$ cat src/rtl/id_ex_alu_issue.sv
// id_ex_alu_issue: ID/EX pipeline register with an ALU-control decoder.
// This block decodes the MIPS opcode and funct fields into a 4-bit ALU code.
// It selects and extends operand B, and registers both operands with the
// EX-stage control flags. It also counts the legal instructions it issues.
//
// Pipeline control:
//   reset (active-low, asynchronous) > flush > stall > load.
//   - flush: inserts a bubble. It clears every output except issue_count,
//     and it wins over stall.
//   - stall: every output holds, including illegal and issue_count.
//   - load:  a cycle without flush or stall. When in_valid=0 it inserts a
//     bubble. When in_valid=1 the decoded instruction is captured.
//   - out_valid marks a legal instruction in EX. illegal is a flag for an
//     undecodable instruction and never occurs together with out_valid.
module id_ex_alu_issue #(
    parameter int DATA_W = 32,
    parameter int CNT_W  = 16
) (
    input  logic              clock,
    input  logic              reset,
    input  logic              stall,
    input  logic              flush,
    input  logic              in_valid,
    input  logic [5:0]        opcode,
    input  logic [5:0]        funct,
    input  logic [DATA_W-1:0] rs_data,
    input  logic [DATA_W-1:0] rt_data,
    input  logic [15:0]       imm,
    input  logic [4:0]        rt_addr,
    input  logic [4:0]        rd_addr,
    output logic [3:0]        controle,
    output logic [DATA_W-1:0] alu_a,
    output logic [DATA_W-1:0] alu_b,
    output logic              out_valid,
    output logic              reg_write,
    output logic [4:0]        dest_addr,
    output logic              mem_read,
    output logic              mem_write,
    output logic              is_branch,
    output logic              illegal,
    output logic [CNT_W-1:0]  issue_count
);

    localparam logic [3:0] ALU_ADD = 4'b0000;
    localparam logic [3:0] ALU_SUB = 4'b0010;
    localparam logic [3:0] ALU_AND = 4'b0100;
    localparam logic [3:0] ALU_OR  = 4'b0101;
    localparam logic [3:0] ALU_NOR = 4'b0110;
    localparam logic [3:0] ALU_XOR = 4'b0111;
    localparam logic [3:0] ALU_SLT = 4'b1000;

    logic              w_legal;
    logic [3:0]        w_ctrl;
    logic [DATA_W-1:0] w_b;
    logic              w_reg_write;
    logic [4:0]        w_dest;
    logic              w_mem_read;
    logic              w_mem_write;
    logic              w_branch;
    logic [DATA_W-1:0] w_imm_sext;
    logic [DATA_W-1:0] w_imm_zext;

    logic [3:0]        r_controle;
    logic [DATA_W-1:0] r_alu_a;
    logic [DATA_W-1:0] r_alu_b;
    logic              r_out_valid;
    logic              r_reg_write;
    logic [4:0]        r_dest_addr;
    logic              r_mem_read;
    logic              r_mem_write;
    logic              r_is_branch;
    logic              r_illegal;
    logic [CNT_W-1:0]  r_issue_count;

    assign w_imm_sext = {{(DATA_W-16){imm[15]}}, imm};
    assign w_imm_zext = {{(DATA_W-16){1'b0}}, imm};

    // Decode opcode/funct into the ALU code, operand B selection and EX flags.
    always_comb begin
        w_legal     = 1'b0;
        w_ctrl      = ALU_ADD;
        w_b         = '0;
        w_reg_write = 1'b0;
        w_dest      = rt_addr;
        w_mem_read  = 1'b0;
        w_mem_write = 1'b0;
        w_branch    = 1'b0;
        case (opcode)
            6'h00: begin
                w_legal     = 1'b1;
                w_b         = rt_data;
                w_reg_write = 1'b1;
                w_dest      = rd_addr;
                case (funct)
                    6'h20, 6'h21: w_ctrl = ALU_ADD;
                    6'h22, 6'h23: w_ctrl = ALU_SUB;
                    6'h24:        w_ctrl = ALU_AND;
                    6'h25:        w_ctrl = ALU_OR;
                    6'h26:        w_ctrl = ALU_XOR;
                    6'h27:        w_ctrl = ALU_NOR;
                    6'h2A:        w_ctrl = ALU_SLT;
                    default:      w_legal = 1'b0;
                endcase
            end
            6'h08, 6'h09: begin
                w_legal = 1'b1; w_ctrl = ALU_ADD; w_b = w_imm_sext; w_reg_write = 1'b1;
            end
            6'h0A: begin
                w_legal = 1'b1; w_ctrl = ALU_SLT; w_b = w_imm_sext; w_reg_write = 1'b1;
            end
            6'h0C: begin
                w_legal = 1'b1; w_ctrl = ALU_AND; w_b = w_imm_zext; w_reg_write = 1'b1;
            end
            6'h0D: begin
                w_legal = 1'b1; w_ctrl = ALU_OR; w_b = w_imm_zext; w_reg_write = 1'b1;
            end
            6'h0E: begin
                w_legal = 1'b1; w_ctrl = ALU_XOR; w_b = w_imm_zext; w_reg_write = 1'b1;
            end
            6'h23: begin
                w_legal = 1'b1; w_ctrl = ALU_ADD; w_b = w_imm_sext;
                w_mem_read = 1'b1; w_reg_write = 1'b1;
            end
            6'h2B: begin
                w_legal = 1'b1; w_ctrl = ALU_ADD; w_b = w_imm_sext; w_mem_write = 1'b1;
            end
            6'h04, 6'h05: begin
                w_legal = 1'b1; w_ctrl = ALU_SUB; w_b = rt_data; w_branch = 1'b1;
            end
            default: w_legal = 1'b0;
        endcase
    end

    // ID/EX register: reset > flush > stall > load (bubble, legal or illegal).
    always_ff @(posedge clock or negedge reset) begin
        if (!reset) begin
            r_controle    <= '0;
            r_alu_a       <= '0;
            r_alu_b       <= '0;
            r_out_valid   <= 1'b0;
            r_reg_write   <= 1'b0;
            r_dest_addr   <= '0;
            r_mem_read    <= 1'b0;
            r_mem_write   <= 1'b0;
            r_is_branch   <= 1'b0;
            r_illegal     <= 1'b0;
            r_issue_count <= '0;
        end else if (flush || (!stall && (!in_valid || !w_legal))) begin
            // Bubble. An illegal load is a bubble that also raises the illegal flag.
            r_controle  <= '0;
            r_alu_a     <= '0;
            r_alu_b     <= '0;
            r_out_valid <= 1'b0;
            r_reg_write <= 1'b0;
            r_dest_addr <= '0;
            r_mem_read  <= 1'b0;
            r_mem_write <= 1'b0;
            r_is_branch <= 1'b0;
            r_illegal   <= !flush && in_valid && !w_legal;
        end else if (!stall) begin
            r_controle    <= w_ctrl;
            r_alu_a       <= rs_data;
            r_alu_b       <= w_b;
            r_out_valid   <= 1'b1;
            r_reg_write   <= w_reg_write;
            r_dest_addr   <= w_dest;
            r_mem_read    <= w_mem_read;
            r_mem_write   <= w_mem_write;
            r_is_branch   <= w_branch;
            r_illegal     <= 1'b0;
            r_issue_count <= r_issue_count + 1'b1;
        end
    end

    assign controle    = r_controle;
    assign alu_a       = r_alu_a;
    assign alu_b       = r_alu_b;
    assign out_valid   = r_out_valid;
    assign reg_write   = r_reg_write;
    assign dest_addr   = r_dest_addr;
    assign mem_read    = r_mem_read;
    assign mem_write   = r_mem_write;
    assign is_branch   = r_is_branch;
    assign illegal     = r_illegal;
    assign issue_count = r_issue_count;

endmodule
$ cat config.mk
export PLATFORM = sky130hd
export DESIGN_NAME = id_ex_alu_issue
export DESIGN_NICKNAME = d
export VERILOG_FILES = /design/src/rtl/id_ex_alu_issue.sv
export SDC_FILE = /design/constraint.sdc
export NUM_CORES = 1
export LEC_CHECK = 0
export CAP_MARGIN = 20
export CORE_ASPECT_RATIO = 2
export CORE_MARGIN = 8
export CORE_UTILIZATION = 40
export DETAILED_ROUTE_END_ITERATION = 16
export GPL_TIMING_DRIVEN = 0
export PLACE_DENSITY = 0.8
export SLEW_MARGIN = 20
export SYNTH_ARGS = -nofsm -noshare
export SYNTH_HDL_FRONTEND = slang
export SYNTH_SLANG_ARGS = --single-unit
$ cat constraint.sdc
create_clock -name clock -period 2 [get_ports clock]
set_input_delay 0.2 -clock clock [delete_from_list [all_inputs] [get_ports clock]]
set_output_delay 0.2 -clock clock [all_outputs]
set_load 0.02 [all_outputs]
==> flow_summary.html <==
<table>
<tr><th>Metric</th><th>Value</th></tr>
<tr><th colspan="2">Logic synthesis</th></tr>
<tr><td>Post-Synthesis Net Count</td><td>484</td></tr>
<tr><td>Post-synth cell types</td><td>43</td></tr>
<tr><td>Proportion of synthesized area in mux cells</td><td>roughly 1.2%</td></tr>
<tr><td>Synth Area per Inst</td><td>about 11 um^2</td></tr>
<tr><td>Post-synthesis cell count</td><td>approximately 380</td></tr>
<tr><td>Post-synthesis sequential area ratio</td><td>between 50% and 60%</td></tr>
<tr><td>Most used standard cell by instance count after synthesis</td><td>sky130_fd_sc_hd__dfrtp_1</td></tr>
<tr><td>Dominant combinational cell family by area after synthesis</td><td>compound AO/OA/AOI/OAI gates</td></tr>
<tr><td>Most common flop cell mapped by yosys</td><td>sky130_fd_sc_hd__dfrtp_1</td></tr>
<tr><td>Fraction of synthesized cell area taken by the top area cell type</td><td>between 50% and 60%</td></tr>
<tr><td>Area share of and/or/nand/nor cells after synthesis</td><td>11.9%</td></tr>
<tr><td>Mapped cell area</td><td>roughly 4000 um^2</td></tr>
<tr><td>Synthesized-area fraction occupied by adder cells</td><td>less than 1%</td></tr>
<tr><td>Post-synthesis sequential element count</td><td>95</td></tr>
<tr><td>Largest cells by area after synthesis</td><td>sky130_fd_sc_hd__dfrtp_1, sky130_fd_sc_hd__a22o_1, sky130_fd_sc_hd__nand2_1</td></tr>
<tr><td>Cell type contributing the most total cell area after synthesis</td><td>sky130_fd_sc_hd__dfrtp_1</td></tr>
<tr><td>Compound-gate portion of the synthesized area</td><td>21.0%</td></tr>
<tr><td>Synth Warn #</td><td>0</td></tr>
<tr><td>Cell types with the highest counts after synthesis</td><td>sky130_fd_sc_hd__dfrtp_1, sky130_fd_sc_hd__nand2_1, sky130_fd_sc_hd__o21ai_0</td></tr>
<tr><td>Number of enable-type register cells in the synthesized netlist</td><td>0</td></tr>
<tr><td>Synth Area in XOR/XNOR</td><td>under 10%</td></tr>
<tr><td>Proportion of register bits with asynchronous set or reset after synthesis</td><td>100%</td></tr>
<tr><th colspan="2">Route</th></tr>
<tr><td>WL final</td><td>~14 mm</td></tr>
<tr><td>Detailed-router iteration count before antenna repair</td><td>4</td></tr>
<tr><td>DRC viols</td><td>0</td></tr>
<tr><td>First DRT Iteration DRCs</td><td>roughly 200</td></tr>
<tr><td>Antenna Nets Post-Route</td><td>0</td></tr>
<tr><td>Total via count after detailed routing</td><td>3823</td></tr>
<tr><td>Routed length per placed instance</td><td>19.1 um</td></tr>
<tr><td>Per-cell via count in the routed design</td><td>around 5.2</td></tr>
<tr><th colspan="2">Floorplanning</th></tr>
<tr><td>Initial core utilization</td><td>about two fifths</td></tr>
<tr><td>I/O Pins</td><td>approximately 200</td></tr>
<tr><td>Core area</td><td>around 10000 um^2</td></tr>
<tr><td>Vertical extent of the die</td><td>159 um</td></tr>
<tr><td>Rows</td><td>52</td></tr>
<tr><td>Chip Width</td><td>roughly 87 um</td></tr>
<tr><td>DIE AREA</td><td>around 14000 um^2</td></tr>
<tr><th colspan="2">Clock network</th></tr>
<tr><td># clock sinks</td><td>95</td></tr>
<tr><td>CTS H-Tree Depth</td><td>3</td></tr>
<tr><td>Inserted Clock Buffers</td><td>9</td></tr>
<tr><td>Clock-pin slew on the worst setup and hold paths</td><td>0.06 ns</td></tr>
<tr><td>Skew-Pair Late Insertion Delay</td><td>between 0.3 and 0.4 ns</td></tr>
<tr><td>CTS tree</td><td>built</td></tr>
<tr><td>Clock tree root buffer cell</td><td>sky130_fd_sc_hd__clkbuf_16</td></tr>
<tr><td>Largest buffer count on any clock path</td><td>2</td></tr>
<tr><th colspan="2">Placed design</th></tr>
<tr><td>Post-DP Area</td><td>~6300 um^2</td></tr>
<tr><td>Count of buffers from port buffering</td><td>197</td></tr>
<tr><td>Routability Congestion</td><td>just over 0.8</td></tr>
<tr><td>Cells after DPL</td><td>a little over 700</td></tr>
<tr><td>Placement Setup Slack</td><td>-1.12 ns</td></tr>
<tr><td>Hpwl dp</td><td>around 11 mm</td></tr>
<tr><th colspan="2">Critical path</th></tr>
<tr><td>Critical R2R Capture</td><td>issue_count[11]</td></tr>
<tr><td>Maximum fanout along the worst path</td><td>10</td></tr>
<tr><td>Worst Path Arrival</td><td>around 2.2 ns</td></tr>
<tr><td>Worst setup path startpoint</td><td>funct[5]</td></tr>
<tr><td>Crit path required time</td><td>~2.3 ns</td></tr>
<tr><td>Startpoint Class</td><td>input pin</td></tr>
<tr><td>CP Capture Type</td><td>flip-flop</td></tr>
<tr><td>Number of cells traversed by the worst register-to-register path</td><td>5</td></tr>
<tr><td>Worst R2R Start</td><td>issue_count[2]</td></tr>
<tr><td>Critical Path End</td><td>alu_b[31]</td></tr>
<tr><td>Reg2reg setup slack</td><td>between 0.3 and 0.4 ns</td></tr>
<tr><td>Crit path kind</td><td>in -&gt; reg</td></tr>
<tr><th colspan="2">Timing</th></tr>
<tr><td>Worst slew margin relative to its limit</td><td>about half</td></tr>
<tr><td>Minimum clock period</td><td>slightly below 2 ns</td></tr>
<tr><td>Final setup violation count</td><td>0</td></tr>
<tr><td>Hold Vio Cnt, Final</td><td>0</td></tr>
<tr><td>Post-route clock skew</td><td>about 0.0049 ns</td></tr>
<tr><td>Setup WS post-layout</td><td>0.0296 ns</td></tr>
<tr><td>Total count of max-transition violations in the final report</td><td>0</td></tr>
<tr><td>Fmax achieved</td><td>508 MHz</td></tr>
<tr><td>Worst Tran Pin Value</td><td>~0.72 ns</td></tr>
<tr><td>Unrepaired setup endpoints after global routing</td><td>true</td></tr>
<tr><td>Share of the clock period used by the worst path after layout</td><td>between 90 and 100%</td></tr>
<tr><td>Setup TNS</td><td>0 ns</td></tr>
<tr><th colspan="2">Job</th></tr>
<tr><td>Max cap viols</td><td>0</td></tr>
<tr><th colspan="2">Pwr</th></tr>
<tr><td>Power Total</td><td>~4.5 mW</td></tr>
<tr><td>Leakage power total</td><td>2.94 nW</td></tr>
<tr><td>Worst ir drop on vdd</td><td>between 0.0005 and 0.0006 V</td></tr>
<tr><td>Power per Cell Area</td><td>roughly 650 nW/um^2</td></tr>
<tr><th colspan="2">Layout</th></tr>
<tr><td>Count of filler cells inserted in the layout</td><td>819</td></tr>
<tr><td>Fraction of final layout cells with drive strength greater than 1</td><td>9.90%</td></tr>
<tr><td>Signed area change from the synthesized netlist to the final layout</td><td>66.7%</td></tr>
<tr><td>Finished Cell Area</td><td>between 6000 and 7000 um^2</td></tr>
<tr><td>Final instance count without filler cells</td><td>approximately 730</td></tr>
<tr><td># nets final</td><td>about 700</td></tr>
<tr><th colspan="2">GRT</th></tr>
<tr><td>First-pass GRT wire length</td><td>roughly 22 mm</td></tr>
<tr><td>Total gr overflow</td><td>0</td></tr>
<tr><td>Gr usage total</td><td>between 20% and 30%</td></tr>
<tr><td>Via count of the first global-routing pass</td><td>just over 4000</td></tr>
<tr><td>Maximum number of pins on one net before global-route repair</td><td>67</td></tr>
<tr><td>Antenna violations before repair</td><td>2</td></tr>
<tr><th colspan="2">Hold path</th></tr>
<tr><td>Start point of the worst min-delay path</td><td>opcode[2]</td></tr>
<tr><td>Worst min path class</td><td>in -&gt; reg</td></tr>
<tr><th colspan="2">Outcome</th></tr>
<tr><td>Run status</td><td>completed</td></tr>
</table>
==> stage by stage <==
stage	util, %	hold slack (ns)
floorplan	-	-0.0956
global placement	62.4	0.461
detailed placement	62.7	0.0998
CTS	67.4	0.214
global route	67.9	0.252
finish	67.9	0.225
==> metal layers <==
metal / GRT usage (%) / part of all wire, % / vias to the layer above
li1: - / - / 1796
met1: 20.5 / 36 / 1859
met2: 36.3 / 54 / 145
met3: 5.79 / 7.1 / 23
met4: 8.84 / 2.9 / 0
met5: 0 / 0 / -
==> critical path, stage by stage <==
cell	delay (ns)
sky130_fd_sc_hd__clkdlybuf4s50_1	0.47
sky130_fd_sc_hd__or4b_1	0.44
sky130_fd_sc_hd__a2111o_1	0.39
sky130_fd_sc_hd__o31a_4	0.19
sky130_fd_sc_hd__buf_12	0.17
sky130_fd_sc_hd__clkbuf_4	0.19
sky130_fd_sc_hd__o21ai_0	0.17
==> what timing repair did <==
item                                   CTS  global route
gates resized for setup                 35            12
hold buffers                             1             0
gates cloned                             1             0
setup endpoints to repair               93            34
setup buffers                            4             2
endpoints found under the hold margin   29             0
pin swaps                                7             2
==> power by group <==
group	internal, mW	switching (mW)
clock network	1.11	0.731
logic	0.326	0.284
registers	1.96	0.0450
total	3.39	1.06
==> how the worst min path moves through the flow <==
stage,endpoint,cells past startpoint
floorplan,alu_a[0],0
global placement,out_valid,2
detailed placement,issue_count[7],1
CTS,is_branch,3
global route,is_branch,3
finish,is_branch,3
==> state kept, by name, summed over array words and instances, names as in the netlist <==
signal       flops
mem_read         1
is_branch        1
reg_write        1
alu_a           32
controle         4
illegal          1
out_valid        1
dest_addr        5
alu_b           32
issue_count     16
mem_write        1
==> final cells by class <==
| class | instances | area (um^2) | area share [%] |
|---|---|---|---|
| multi-input combinational | 247 | 1650 | 24.3 |
| sequential | 95 | 2380 | 35.0 |
| inverter | 3 | 11.3 | 0.166 |
| clock buffer | 10 | 229 | 3.37 |
| timing repair buffer | 206 | 2090 | 30.7 |
| buffer | 29 | 176 | 2.59 |
| antenna | 2 | 5.00 | 0.0736 |
| clock inverter | 6 | 91.3 | 1.34 |
| tap | 135 | 169 | 2.48 |
==> cell usage in the layout (no fill, tap or decap), types with 2 or more instances in the layout <==
cell type / instances
sky130_fd_sc_hd__a21oi_1: 18
sky130_fd_sc_hd__a22oi_1: 16
sky130_fd_sc_hd__a22o_1: 36
sky130_fd_sc_hd__dfrtp_1: 95
sky130_fd_sc_hd__o21ai_1: 5
sky130_fd_sc_hd__clkbuf_4: 3
sky130_fd_sc_hd__buf_4: 6
sky130_fd_sc_hd__bufinv_16: 2
sky130_fd_sc_hd__mux2i_1: 5
sky130_fd_sc_hd__buf_6: 4
sky130_fd_sc_hd__a21oi_2: 2
sky130_fd_sc_hd__o21ai_0: 35
sky130_fd_sc_hd__nor3_1: 2
sky130_fd_sc_hd__o22ai_1: 2
sky130_fd_sc_hd__inv_6: 3
sky130_fd_sc_hd__or2_2: 2
sky130_fd_sc_hd__nand3b_1: 3
sky130_fd_sc_hd__nor3_4: 2
sky130_fd_sc_hd__dlygate4sd2_1: 3
sky130_fd_sc_hd__or3b_4: 2
sky130_fd_sc_hd__xnor2_1: 10
sky130_fd_sc_hd__nor4_4: 2
sky130_fd_sc_hd__diode_2: 2
sky130_fd_sc_hd__xor2_1: 7
sky130_fd_sc_hd__nand4_1: 8
sky130_fd_sc_hd__clkdlybuf4s50_1: 192
sky130_fd_sc_hd__inv_1: 3
sky130_fd_sc_hd__clkbuf_2: 8
sky130_fd_sc_hd__nor2_1: 6
sky130_fd_sc_hd__clkbuf_1: 13
sky130_fd_sc_hd__nand2_1: 55
sky130_fd_sc_hd__clkbuf_16: 9
sky130_fd_sc_hd__buf_16: 2
sky130_fd_sc_hd__nand3_1: 5
==> cell families after synthesis <==
family                   count (synthesis)
XOR/XNOR                                17
adder cells (fa/ha/maj)                  1
buffers and inverters                   34
flip-flops                              95
AND/OR/NAND/NOR                         98
AO/OA/AOI/OAI                          126
multiplexers                             5
No activity file was read; power rests on OpenSTA's default activity.
